--- src/rtl/demux4_deser_pkg.sv ---
// demux4_deser_pkg: shared constants, channel index type and one-hot helper
// for the 4-channel demux deserializer.
package demux4_deser_pkg;

  localparam int NUM_CH = 4;
  localparam int CH_W   = 2;

  typedef logic [CH_W-1:0] ch_idx_t;

  // One-hot decode of a channel index.
  function automatic logic [NUM_CH-1:0] onehot4(input ch_idx_t ch);
    logic [NUM_CH-1:0] v;
    v     = 4'b0000;
    v[ch] = 1'b1;
    return v;
  endfunction

endpackage

--- src/rtl/demux4_lane_asm.sv ---
// demux4_lane_asm: one channel of the deserializer. Shift-assembles bits,
// parks completed words in a holding register and flags overflow when a new
// word completes while the previous one is still parked and not being drained.
// Optional feature macro: DEMUX4_DESER_PARITY_EN (trailing even-parity bit).
module demux4_lane_asm
  import demux4_deser_pkg::*;
#(
  parameter int WORD_W    = 8,
  parameter bit MSB_FIRST = 1'b1
) (
  input  logic              clk,
  input  logic              rst,
  input  logic              bit_en_i,
  input  logic              bit_i,
  input  logic              grant_i,
  output logic [WORD_W-1:0] hold_o,
`ifdef DEMUX4_DESER_PARITY_EN
  output logic              perr_o,
`endif
  output logic              full_o,
  output logic              ovf_o
);

`ifdef DEMUX4_DESER_PARITY_EN
  localparam int NBITS = WORD_W + 1;
`else
  localparam int NBITS = WORD_W;
`endif
  localparam int CNT_W = $clog2(NBITS);
  localparam logic [CNT_W-1:0] CNT_LAST = CNT_W'(NBITS - 1);

  logic [WORD_W-1:0] shreg_q, shreg_d;
  logic [WORD_W-1:0] hold_q, hold_d;
  logic [WORD_W-1:0] shifted_s, word_s;
  logic [CNT_W-1:0]  cnt_q, cnt_d;
  logic              full_q, full_d;
  logic              ovf_q, ovf_d;
  logic              done_s;
`ifdef DEMUX4_DESER_PARITY_EN
  logic              perr_q, perr_d;
`endif

  // Shift the incoming bit in and decide what a completing word looks like.
  always_comb begin
    if (MSB_FIRST) begin
      shifted_s = {shreg_q[WORD_W-2:0], bit_i};
    end else begin
      shifted_s = {bit_i, shreg_q[WORD_W-1:1]};
    end
`ifdef DEMUX4_DESER_PARITY_EN
    // The final bit is parity only; the data bits are already in the shifter.
    word_s = shreg_q;
`else
    word_s = shifted_s;
`endif
    done_s = bit_en_i && (cnt_q == CNT_LAST);
  end

  // Next-state for shifter, counter, hold slot and sticky overflow.
  always_comb begin
    shreg_d = shreg_q;
    cnt_d   = cnt_q;
    hold_d  = hold_q;
    ovf_d   = ovf_q;
`ifdef DEMUX4_DESER_PARITY_EN
    perr_d  = perr_q;
`endif
    // A grant empties the slot; a same-cycle completion refills it below.
    if (grant_i) begin
      full_d = 1'b0;
    end else begin
      full_d = full_q;
    end
    if (bit_en_i) begin
      shreg_d = shifted_s;
      if (done_s) begin
        cnt_d = {CNT_W{1'b0}};
      end else begin
        cnt_d = cnt_q + CNT_W'(1);
      end
    end else begin
      shreg_d = shreg_q;
    end
    if (done_s) begin
      if (full_q && !grant_i) begin
        // Old word still parked and not leaving: drop the new one.
        ovf_d = 1'b1;
      end else begin
        hold_d = word_s;
        full_d = 1'b1;
`ifdef DEMUX4_DESER_PARITY_EN
        perr_d = (^word_s) ^ bit_i;
`endif
      end
    end else begin
      ovf_d = ovf_q;
    end
  end

  // Lane state registers.
  always_ff @(posedge clk or posedge rst) begin
    if (rst) begin
      shreg_q <= {WORD_W{1'b0}};
      cnt_q   <= {CNT_W{1'b0}};
      hold_q  <= {WORD_W{1'b0}};
      full_q  <= 1'b0;
      ovf_q   <= 1'b0;
`ifdef DEMUX4_DESER_PARITY_EN
      perr_q  <= 1'b0;
`endif
    end else begin
      shreg_q <= shreg_d;
      cnt_q   <= cnt_d;
      hold_q  <= hold_d;
      full_q  <= full_d;
      ovf_q   <= ovf_d;
`ifdef DEMUX4_DESER_PARITY_EN
      perr_q  <= perr_d;
`endif
    end
  end

  assign hold_o = hold_q;
  assign full_o = full_q;
  assign ovf_o  = ovf_q;
`ifdef DEMUX4_DESER_PARITY_EN
  assign perr_o = perr_q;
`endif

endmodule

--- src/rtl/demux4_chan_deser.sv ---
// demux4_chan_deser: rebuilds tagged parallel words from the serial stream
// behind a 1-to-4 demux. Four assembly lanes feed a round-robin registered
// ready/valid output port. Optional feature macro: DEMUX4_DESER_PARITY_EN
// (adds out_perr).
module demux4_chan_deser
  import demux4_deser_pkg::*;
#(
  parameter int WORD_W    = 8,
  parameter bit MSB_FIRST = 1'b1
) (
  input  logic              clk,
  input  logic              rst,
  input  logic              bit_valid,
  input  logic [1:0]        sel,
  input  logic [3:0]        y,
  output logic              out_valid,
  input  logic              out_ready,
  output logic [WORD_W-1:0] out_data,
  output logic [1:0]        out_chan,
`ifdef DEMUX4_DESER_PARITY_EN
  output logic              out_perr,
`endif
  output logic              proto_err,
  output logic [3:0]        ovf
);

  logic [WORD_W-1:0] hold_s [NUM_CH];
  logic [NUM_CH-1:0] full_s, ovf_s, bit_en_s, grant_s, sel_oh_s;
  logic              bit_s, load_s, found_s, proto_err_d;
  ch_idx_t           gnt_idx_s, cand_s;

  logic              out_valid_q, out_valid_d;
  logic [WORD_W-1:0] out_data_q, out_data_d;
  ch_idx_t           out_chan_q, out_chan_d;
  ch_idx_t           rr_q, rr_d;
  logic              proto_err_q;
`ifdef DEMUX4_DESER_PARITY_EN
  logic [NUM_CH-1:0] perr_s;
  logic              out_perr_q, out_perr_d;
`endif

  assign sel_oh_s = onehot4(sel);
  assign bit_s    = y[sel];
  assign bit_en_s = {NUM_CH{bit_valid}} & sel_oh_s;

  for (genvar gi = 0; gi < NUM_CH; gi++) begin : g_lane
    demux4_lane_asm #(.WORD_W(WORD_W), .MSB_FIRST(MSB_FIRST)) u_lane (
      .clk      (clk),
      .rst      (rst),
      .bit_en_i (bit_en_s[gi]),
      .bit_i    (bit_s),
      .grant_i  (grant_s[gi]),
      .hold_o   (hold_s[gi]),
`ifdef DEMUX4_DESER_PARITY_EN
      .perr_o   (perr_s[gi]),
`endif
      .full_o   (full_s[gi]),
      .ovf_o    (ovf_s[gi])
    );
  end

  // Round-robin pick of the first full lane at or after rr when the port frees.
  always_comb begin
    load_s    = (!out_valid_q || out_ready) && (|full_s);
    gnt_idx_s = rr_q;
    found_s   = 1'b0;
    cand_s    = rr_q;
    for (int i = 0; i < NUM_CH; i++) begin
      cand_s = rr_q + ch_idx_t'(i);
      if (!found_s && full_s[cand_s]) begin
        found_s   = 1'b1;
        gnt_idx_s = cand_s;
      end else begin
        found_s = found_s;
      end
    end
    if (load_s) begin
      grant_s = onehot4(gnt_idx_s);
    end else begin
      grant_s = 4'b0000;
    end
  end

  // Output port next-state: load a granted word, or retire the accepted one.
  always_comb begin
    out_data_d  = out_data_q;
    out_chan_d  = out_chan_q;
    rr_d        = rr_q;
`ifdef DEMUX4_DESER_PARITY_EN
    out_perr_d  = out_perr_q;
`endif
    if (load_s) begin
      out_valid_d = 1'b1;
      out_data_d  = hold_s[gnt_idx_s];
      out_chan_d  = gnt_idx_s;
      rr_d        = gnt_idx_s + 2'd1;
`ifdef DEMUX4_DESER_PARITY_EN
      out_perr_d  = perr_s[gnt_idx_s];
`endif
    end else if (out_valid_q && out_ready) begin
      out_valid_d = 1'b0;
    end else begin
      out_valid_d = out_valid_q;
    end
    // Any active y line other than the selected one is a demux fault.
    proto_err_d = bit_valid && ((y & ~sel_oh_s) != 4'b0000);
  end

  // Output port and protocol-flag registers.
  always_ff @(posedge clk or posedge rst) begin
    if (rst) begin
      out_valid_q <= 1'b0;
      out_data_q  <= {WORD_W{1'b0}};
      out_chan_q  <= 2'd0;
      rr_q        <= 2'd0;
      proto_err_q <= 1'b0;
`ifdef DEMUX4_DESER_PARITY_EN
      out_perr_q  <= 1'b0;
`endif
    end else begin
      out_valid_q <= out_valid_d;
      out_data_q  <= out_data_d;
      out_chan_q  <= out_chan_d;
      rr_q        <= rr_d;
      proto_err_q <= proto_err_d;
`ifdef DEMUX4_DESER_PARITY_EN
      out_perr_q  <= out_perr_d;
`endif
    end
  end

  assign out_valid = out_valid_q;
  assign out_data  = out_data_q;
  assign out_chan  = out_chan_q;
  assign proto_err = proto_err_q;
  assign ovf       = ovf_s;
`ifdef DEMUX4_DESER_PARITY_EN
  assign out_perr  = out_perr_q;
`endif

endmodule
--- config.mk ---
export PLATFORM = sky130hd
export DESIGN_NAME = demux4_chan_deser
export DESIGN_NICKNAME = d
export VERILOG_FILES = /design/src/rtl/demux4_deser_pkg.sv /design/src/rtl/demux4_lane_asm.sv /design/src/rtl/demux4_chan_deser.sv
export SDC_FILE = /design/constraint.sdc
export NUM_CORES = 1
export LEC_CHECK = 0
export CAP_MARGIN = 20
export CORE_MARGIN = 3
export CORE_UTILIZATION = 59
export DETAILED_ROUTE_END_ITERATION = 10
export GPL_TIMING_DRIVEN = 0
export MAX_ROUTING_LAYER = met4
export PLACE_DENSITY = 0.9
export SLEW_MARGIN = 10
export SYNTH_ARGS = -nofsm -noshare
export SYNTH_HDL_FRONTEND = slang
export SYNTH_HIERARCHICAL = 1
export SYNTH_SLANG_ARGS = --single-unit
--- constraint.sdc ---
create_clock -name clk -period 2.7 [get_ports clk]
set_input_delay 0.54 -clock clk [delete_from_list [all_inputs] [get_ports clk]]
set_output_delay 0.54 -clock clk [all_outputs]
set_load 0.03 [all_outputs]
-- Word level (Yosys, flattened, before mapping)
Index checks and enable logic that the tools add are counted.
- ROM bits: 0
- memories: 0
- bits in registers: 94
- output and inout bits: 16
- memory bits (writable): 0
- input port bits: 10
- bits in latches: 0
- eq/ne operators: 4
- shift-type cells: 0
- mux-type cells: 42
- $add $sub $neg: 8
- divide/modulo/power cells: 0
- order comparisons: 9
- bitwise operators: 8
- multipliers: 0
- reductions and logical operators: 36
- operator list (kind ; count):
    $mux 1 ; 24
    $lt 2x3->1 const B ; 6
    $bmux 8 s2 ; 1
    $logic_and 1x1->1 ; 16
    $mux 8 ; 2
    $reduce_and 2->1 ; 8
    $add 3x1->3 const B ; 4
    $eq 3x3->1 const B ; 4
    $mux 3 ; 4
    $bmux 1 s2 ; 5
    $and 4x4->4 ; 2
    $logic_not 1->1 ; 8
    $mux 2 ; 3
    $add 2x1->2 const B ; 2
    $add 2x2->2 const B ; 2
    $demux 1 s2 ; 2
    $ge 2x1->1 const B ; 2
    $mux 4 ; 1
    $not 1->1 ; 4
    $not 4->4 ; 1
    $reduce_bool 4->1 ; 1
    $reduce_or 4->1 ; 1
    $ge 3x3->1 const B ; 1
    $not 2->3 ; 1
    other kinds (2) ; 2

-- Longest topological paths before layout
- depth in word-level cells: 21
- mapped depth: 11
- gate-level depth less buffers: 8

-- Modules after synthesis
Netlist, hierarchy kept.
- by module, submodules not included (module ; times used ; sequential area each (µm²) ; area an instance (µm²) ; cells each):
    demux4_lane_asm at g_lane[0].u_lane ... ; 3 ; 500.5 ; 832.0 ; 51
    demux4_chan_deser ; 1 ; 350.3 ; 1011.0 ; 112
    demux4_lane_asm at g_lane[1].u_lane ; 1 ; 500.5 ; 829.5 ; 51

-- Worst setup path before layout
OpenSTA, ideal clock, no wires.
- path type: flip-flop to flip-flop
- start point: register g_lane[1].u_lane.full_q
- end point: register g_lane[0].u_lane.hold_q[0]
- data required time: 2.575 ns
- arrival: 2.183 ns
- path slack: 0.392 ns
- buffers on the path: 4
- cell stages (with the launch flop): 12
- period minus slack after synthesis: 2.308 ns
- library setup time: 0.125 ns
- cells stage by stage: dfrtp_1 > buf_4 > nor2_2 > a221o_1 > o22a_1 > buf_6 > buf_8 > nor2_1 > nand2b_4 > nor2b_4 > buf_6 > mux2_4
- cells in the longest elaborated chain, start to end: 21
- elaborated cells on any way between the ends: 32
- classes of those cells: 2 x order compare; 17 x mux; 1 x bitwise; 12 x reduce/logical
- RTL lines (what ; RTL line ; RTL):
    start, declared ; demux4_lane_asm.sv:36 ; logic full_q, full_d;
    start signal, assigned ; demux4_lane_asm.sv:115 ; full_q <= full_d;
    $bmux 1 s2 ; demux4_chan_deser.sv:70 ; if (!found_s && full_s[cand_s]) begin
    $mux 1 (implied by the code) ; demux4_chan_deser.sv:70 ;
    $mux 1 ; demux4_chan_deser.sv:70 ;
    $logic_not 1->1 ; demux4_chan_deser.sv:70 ;
    $logic_and 1x1->1 ; demux4_chan_deser.sv:70 ;
    $mux 1 ; demux4_chan_deser.sv:70 ;
    $logic_not 1->1 ; demux4_chan_deser.sv:70 ;
    $logic_and 1x1->1 ; demux4_chan_deser.sv:70 ;
    [... 6 more ...] ; -- ;
    $mux 1 (implied by the code) ; demux4_deser_pkg.sv:14 ; v[ch] = 1'b1;
    $demux 1 s2 ; demux4_deser_pkg.sv:14 ;
    $mux 4 (*) ; demux4_chan_deser.sv:77 ; if (load_s) begin
    net grant_s[0] ; demux4_chan_deser.sv:28 ; logic [NUM_CH-1:0] full_s, ovf_s, bit_en_s, grant_s, sel_oh_s;
    $logic_not 1->1 (*) ; demux4_lane_asm.sv:85 ; if (full_q && !grant_i) begin
    $logic_and 1x1->1 (*) ; demux4_lane_asm.sv:85 ;
    $not 1->1 (no source line) (*) ; -- ;
    $reduce_and 2->1 (no source line) (*) ; -- ;
    end signal, assigned ; demux4_lane_asm.sv:105 ; hold_q <= {WORD_W{1'b0}};
    end signal, assigned ; demux4_lane_asm.sv:114 ; hold_q <= hold_d;
    end, declared ; demux4_lane_asm.sv:33 ; logic [WORD_W-1:0] hold_q, hold_d;
The timed path passes the listed nets; every way through them passes the cells marked *. The select of a mux whose other input is x is not followed.
A chain may end at the register's enable or synchronous reset.

-- Worst setup path after layout
- start point: register g_lane[1].u_lane.full_q
- end point: register g_lane[1].u_lane.hold_q[1]
- cells in the longest elaborated chain, start to end: 21
- elaborated cells on any way between the ends: 32
- classes of those cells: 2 x order compare; 17 x mux; 1 x bitwise; 12 x reduce/logical
- RTL lines (what ; RTL line):
    $bmux 1 s2 ; demux4_chan_deser.sv:70
    $mux 1 (implied by the code) ; demux4_chan_deser.sv:70
    $mux 1 ; demux4_chan_deser.sv:70
    $logic_not 1->1 ; demux4_chan_deser.sv:70
    $logic_and 1x1->1 ; demux4_chan_deser.sv:70
    $mux 1 ; demux4_chan_deser.sv:70
    $logic_not 1->1 ; demux4_chan_deser.sv:70
    $logic_and 1x1->1 ; demux4_chan_deser.sv:70
    [... 6 more ...] ; --
    $mux 1 (implied by the code) ; demux4_deser_pkg.sv:14
    $demux 1 s2 ; demux4_deser_pkg.sv:14
    $mux 4 (*) ; demux4_chan_deser.sv:77
    net grant_s[1] ; demux4_chan_deser.sv:28
    $logic_not 1->1 (*) ; demux4_lane_asm.sv:85
    $logic_and 1x1->1 (*) ; demux4_lane_asm.sv:85
    $not 1->1 (no source line) (*) ; --
    $reduce_and 2->1 (no source line) (*) ; --
    end signal, assigned ; demux4_lane_asm.sv:105
    end signal, assigned ; demux4_lane_asm.sv:114
    end, declared ; demux4_lane_asm.sv:33
Marks and branches as above.

==> summary.txt <==
STA
  – Max-slew headroom at the worst pin: 50.26%
  – Portion of the clock cycle consumed by the worst path in the final layout: 93.93%
  – Final Max Tran Viols: 0
  – Number of setup violations in the final report: 0
  – Number of endpoints with negative hold slack in the final report: 0
  – Slew at the pin closest to its max-slew limit: 0.7453 ns
  – Total Neg Setup Slack: 0 ns
  – RSZ-0062 raised after global routing: false
  – Maximum frequency from static timing analysis: 394.3 MHz
  – Skew final: 0.01068 ns
  – Fin crit period: 2.536 ns
  – PnR worst setup slack: 0.1640 ns

Outcome
  – Result of the run: finished clean

Critical path
  – Slack of the worst reg-to-reg path: 0.16 ns
  – Cells traversed along the worst timing path: buf_4 -> nor2_2 -> a221o_1 -> o22a_1 -> buf_6 -> buf_8 -> nor2_1 -> nand2b_4 -> nor2b_4 -> buf_6 -> mux2_4
  – Crit path largest cell delay: 0.41 ns
  – Required time worst endpoint: 2.94 ns
  – Worst Path Class, Setup: flip-flop to flip-flop
  – Start point of the critical path: g_lane[1].u_lane/full_o
  – Reg-to-reg critical path startpoint: g_lane[1].u_lane/full_o
  – Top fanout value on the critical path: 10
  – Arrival @ worst endpoint: 2.78 ns
  – Capturing element type of the critical path: flip-flop
  – Library cell appearing most often on the critical path: sky130_fd_sc_hd__buf_6
  – Launching element type of the critical path: flip-flop
  – Crit-path slowest cell: sky130_fd_sc_hd__dfrtp_1

Placed design
  – Post-DP Area: 4697 sq um
  – Post-Place Setup Slack: -0.05667 ns
  – Buffers added on ports: 24
  – Post-DP HPWL: 6096 microns
  – Placed cell count: 436
  – Weighted congestion reported at the end of routability-driven placement: 0.8886

Synthesis
  – Most repeated cell in the gate-level netlist after synthesis: sky130_fd_sc_hd__dfrtp_1
  – Mapped Nets: 334
  – Number of enable-type register cells in the synthesized netlist: 0
  – Post-Synth Simple-Gate Area: 9.204%
  – Most numerous cell types in the synthesized netlist: sky130_fd_sc_hd__dfrtp_1, sky130_fd_sc_hd__mux2_2, sky130_fd_sc_hd__mux2_4
  – Fraction of registers with async set/reset: 100.0%
  – Yosys synthesis warning count: 6
  – Compound-gate portion of the synthesized area: 6.636%
  – XOR/XNOR share of the synthesized area: 0.2020%
  – Synth cell types: 45
  – Share of the synthesized area in the top cell type: 54.24%
  – Main synth FF type: sky130_fd_sc_hd__dfrtp_1
  – Top area cells in the synthesized netlist: sky130_fd_sc_hd__dfrtp_1, sky130_fd_sc_hd__mux2_4, sky130_fd_sc_hd__mux2_2
  – Sequential-to-total area share from yosys stat: 54.24%
  – Per-instance average area after synthesis: 13.72 sq um
  – Combinational family with the most area after synthesis: multiplexers
  – Post-synthesis mux area share: 23.49%
  – Cells after Synth: 316
  – Adder-Cell Fraction of Synth Area: 2.308%
  – Synthesis-stage register bit count: 94
  – Summed instance area of the synthesized netlist: 4337 sq um
  – Area leader, netlist: sky130_fd_sc_hd__dfrtp_1

Global routing
  – Combined global-route utilization of all metal layers: 21.68%
  – Pin count of the biggest net entering global routing: 21
  – First-pass GRT wire length: 13,710 microns
  – GR Overflow Total: 0
  – Initial antenna violation count: 0
  – Vias in the first global route: 2,805

Cells and area
  – Number of standard cells in the layout, taps in and fillers out: 452
  – Fraction of final layout cells with drive strength greater than 1: 32.30%
  – Final design utilization: 71.14%
  – Syn-to-layout area delta: 13.91%
  – Finished Cell Area: 4940 sq um
  – Antenna diodes: 0
  – NumNets Final: 369

Min path
  – HP Start: out_chan[0]
  – Worst hold path type: flip-flop to flip-flop

Route
  – Routed length per placed instance: 18.18 microns
  – Post-DRT Antenna Nets: 0
  – # DRC: 0
  – First-pass detailed-route iteration total: 5
  – Via Count: 2,575
  – Total routed wirelength: 8217 microns
  – Starting DRC count in detailed routing: 116
  – Routed via count divided by cell count: 5.697

Flow run
  – Max-Cap Viols: 0

Clock tree
  – CTS tree: yes
  – Buffer cell driving the clock tree root: sky130_fd_sc_hd__clkbuf_8
  – Clock slew at the register clock pins of the worst setup and hold paths: 0.09 ns
  – Worst-skew pair later-pin latency: 0.35 ns
  – CTS Sinks: 94
  – TritonCTS Buffers: 9
  – Maximum level of the CTS H-tree: 3
  – Clk buf depth: 2

Die
  – Full die area: 8415 sq um
  – Die height: 91.74 microns
  – Number of placement rows: 30
  – I/O Pins: 26
  – Overall die width: 91.74 microns
  – Core region area: 6944 sq um
  – Starting density of the core: 62.45%

Pwr
  – Worst IR drop on VDD: 0.0005079 V
  – Static leakage: 2.293 nW
  – Power density over the cells: 1161 nW/um^2
[kinds of logic after synthesis]
family,Yosys count
XOR/XNOR,1
AND/OR/NAND/NOR,66
flip-flops,94
AO/OA/AOI/OAI,38
buffers and inverters,29
adder cells (fa/ha/maj),8
multiplexers,80
[through the flow]
stage,total power (W),hold WS [ns]
6_report,0.005737,0.4833
5_1_grt,0.006067,0.5140
4_1_cts,0.005758,0.4852
3_5_place_dp,0.004660,0.4627
3_3_place_gp,0.004475,0.4586
2_1_floorplan,0.003984,0.4292
[cells in the final DEF, fill, tap and decap left out, types with 5 or more instances in the layout]
cell type	n
sky130_fd_sc_hd__nor3_1	7
sky130_fd_sc_hd__buf_6	5
sky130_fd_sc_hd__clkbuf_8	9
sky130_fd_sc_hd__clkdlybuf4s50_1	24
sky130_fd_sc_hd__mux2i_1	11
sky130_fd_sc_hd__nor2_1	12
sky130_fd_sc_hd__o41ai_1	6
sky130_fd_sc_hd__mux2_4	32
sky130_fd_sc_hd__a211oi_1	6
sky130_fd_sc_hd__buf_2	7
sky130_fd_sc_hd__mux2_2	36
sky130_fd_sc_hd__nand2_1	17
sky130_fd_sc_hd__ha_1	8
sky130_fd_sc_hd__nand2b_1	6
sky130_fd_sc_hd__o21ai_0	6
sky130_fd_sc_hd__inv_1	12
sky130_fd_sc_hd__dfrtp_1	94
[final timing paths]
check / end / cells after the start
setup / recovery: g_lane[1].u_lane/hold_o[1] / 11
hold / removal: out_chan[0] / 2
setup reg to reg: g_lane[1].u_lane/hold_o[1] / 11
hold reg to reg: out_chan[0] / 2
max in group asynchronous: g_lane[2].u_lane/hold_o[3] / 2
min in group asynchronous: out_chan[0] / 2
[worst max-delay path: cells and delay by family, from the launching register on]
family	cells	cell delay (ns)
AO/OA/AOI/OAI	2	0.58
buffers and inverters	4	0.65
multiplexers	1	0.31
flip-flops	1	0.41
AND/OR/NAND/NOR	4	0.44
[timing repair]
item	4_1_cts	5_1_grt
gates resized for setup	0	1
endpoints found under the setup margin	0	16
endpoints found under the hold margin	0	0
setup buffers	0	0
hold buffers	0	0
[area by class of cell]
type	instances	area (sq um)
plain buffers	17	125.1
clock buffers	9	123.9
clock inverters	7	112.6
fillers	432	2004
inverters	12	45.04
multi-input cells	193	1821
flip-flops and latches	94	2352
well taps	96	120.1
repair buffers	24	240.2
[routing by layer]
layer  share of wire [%]  global-route usage [%]
met4                 3.2                   9.282
met3                 3.6                   4.184
met5                   0                       -
met2                  52                   36.58
met1                  42                   25.47
[power breakdown]
part | internal [W] | leakage [nW] | switching, W
Clock | 0.000610 | 0.119 | 0.000471
Sequential | 0.00195 | 1.21 | 0.000405
Combinational | 0.00115 | 0.965 | 0.00115
Total | 0.00371 | 2.29 | 0.00202
[state kept, by name, summed over array words and instances (netlist names)]
name	cells
g_lane.u_lane/hold_o	32
g_lane.u_lane/shreg_q	28
g_lane.u_lane/cnt_q	12
out_data	8
g_lane.u_lane/full_o	4
g_lane.u_lane/ovf_o	4
out_chan	2
rr_q	2
out_valid	1
proto_err	1
(Power assumes the default switching activity.)
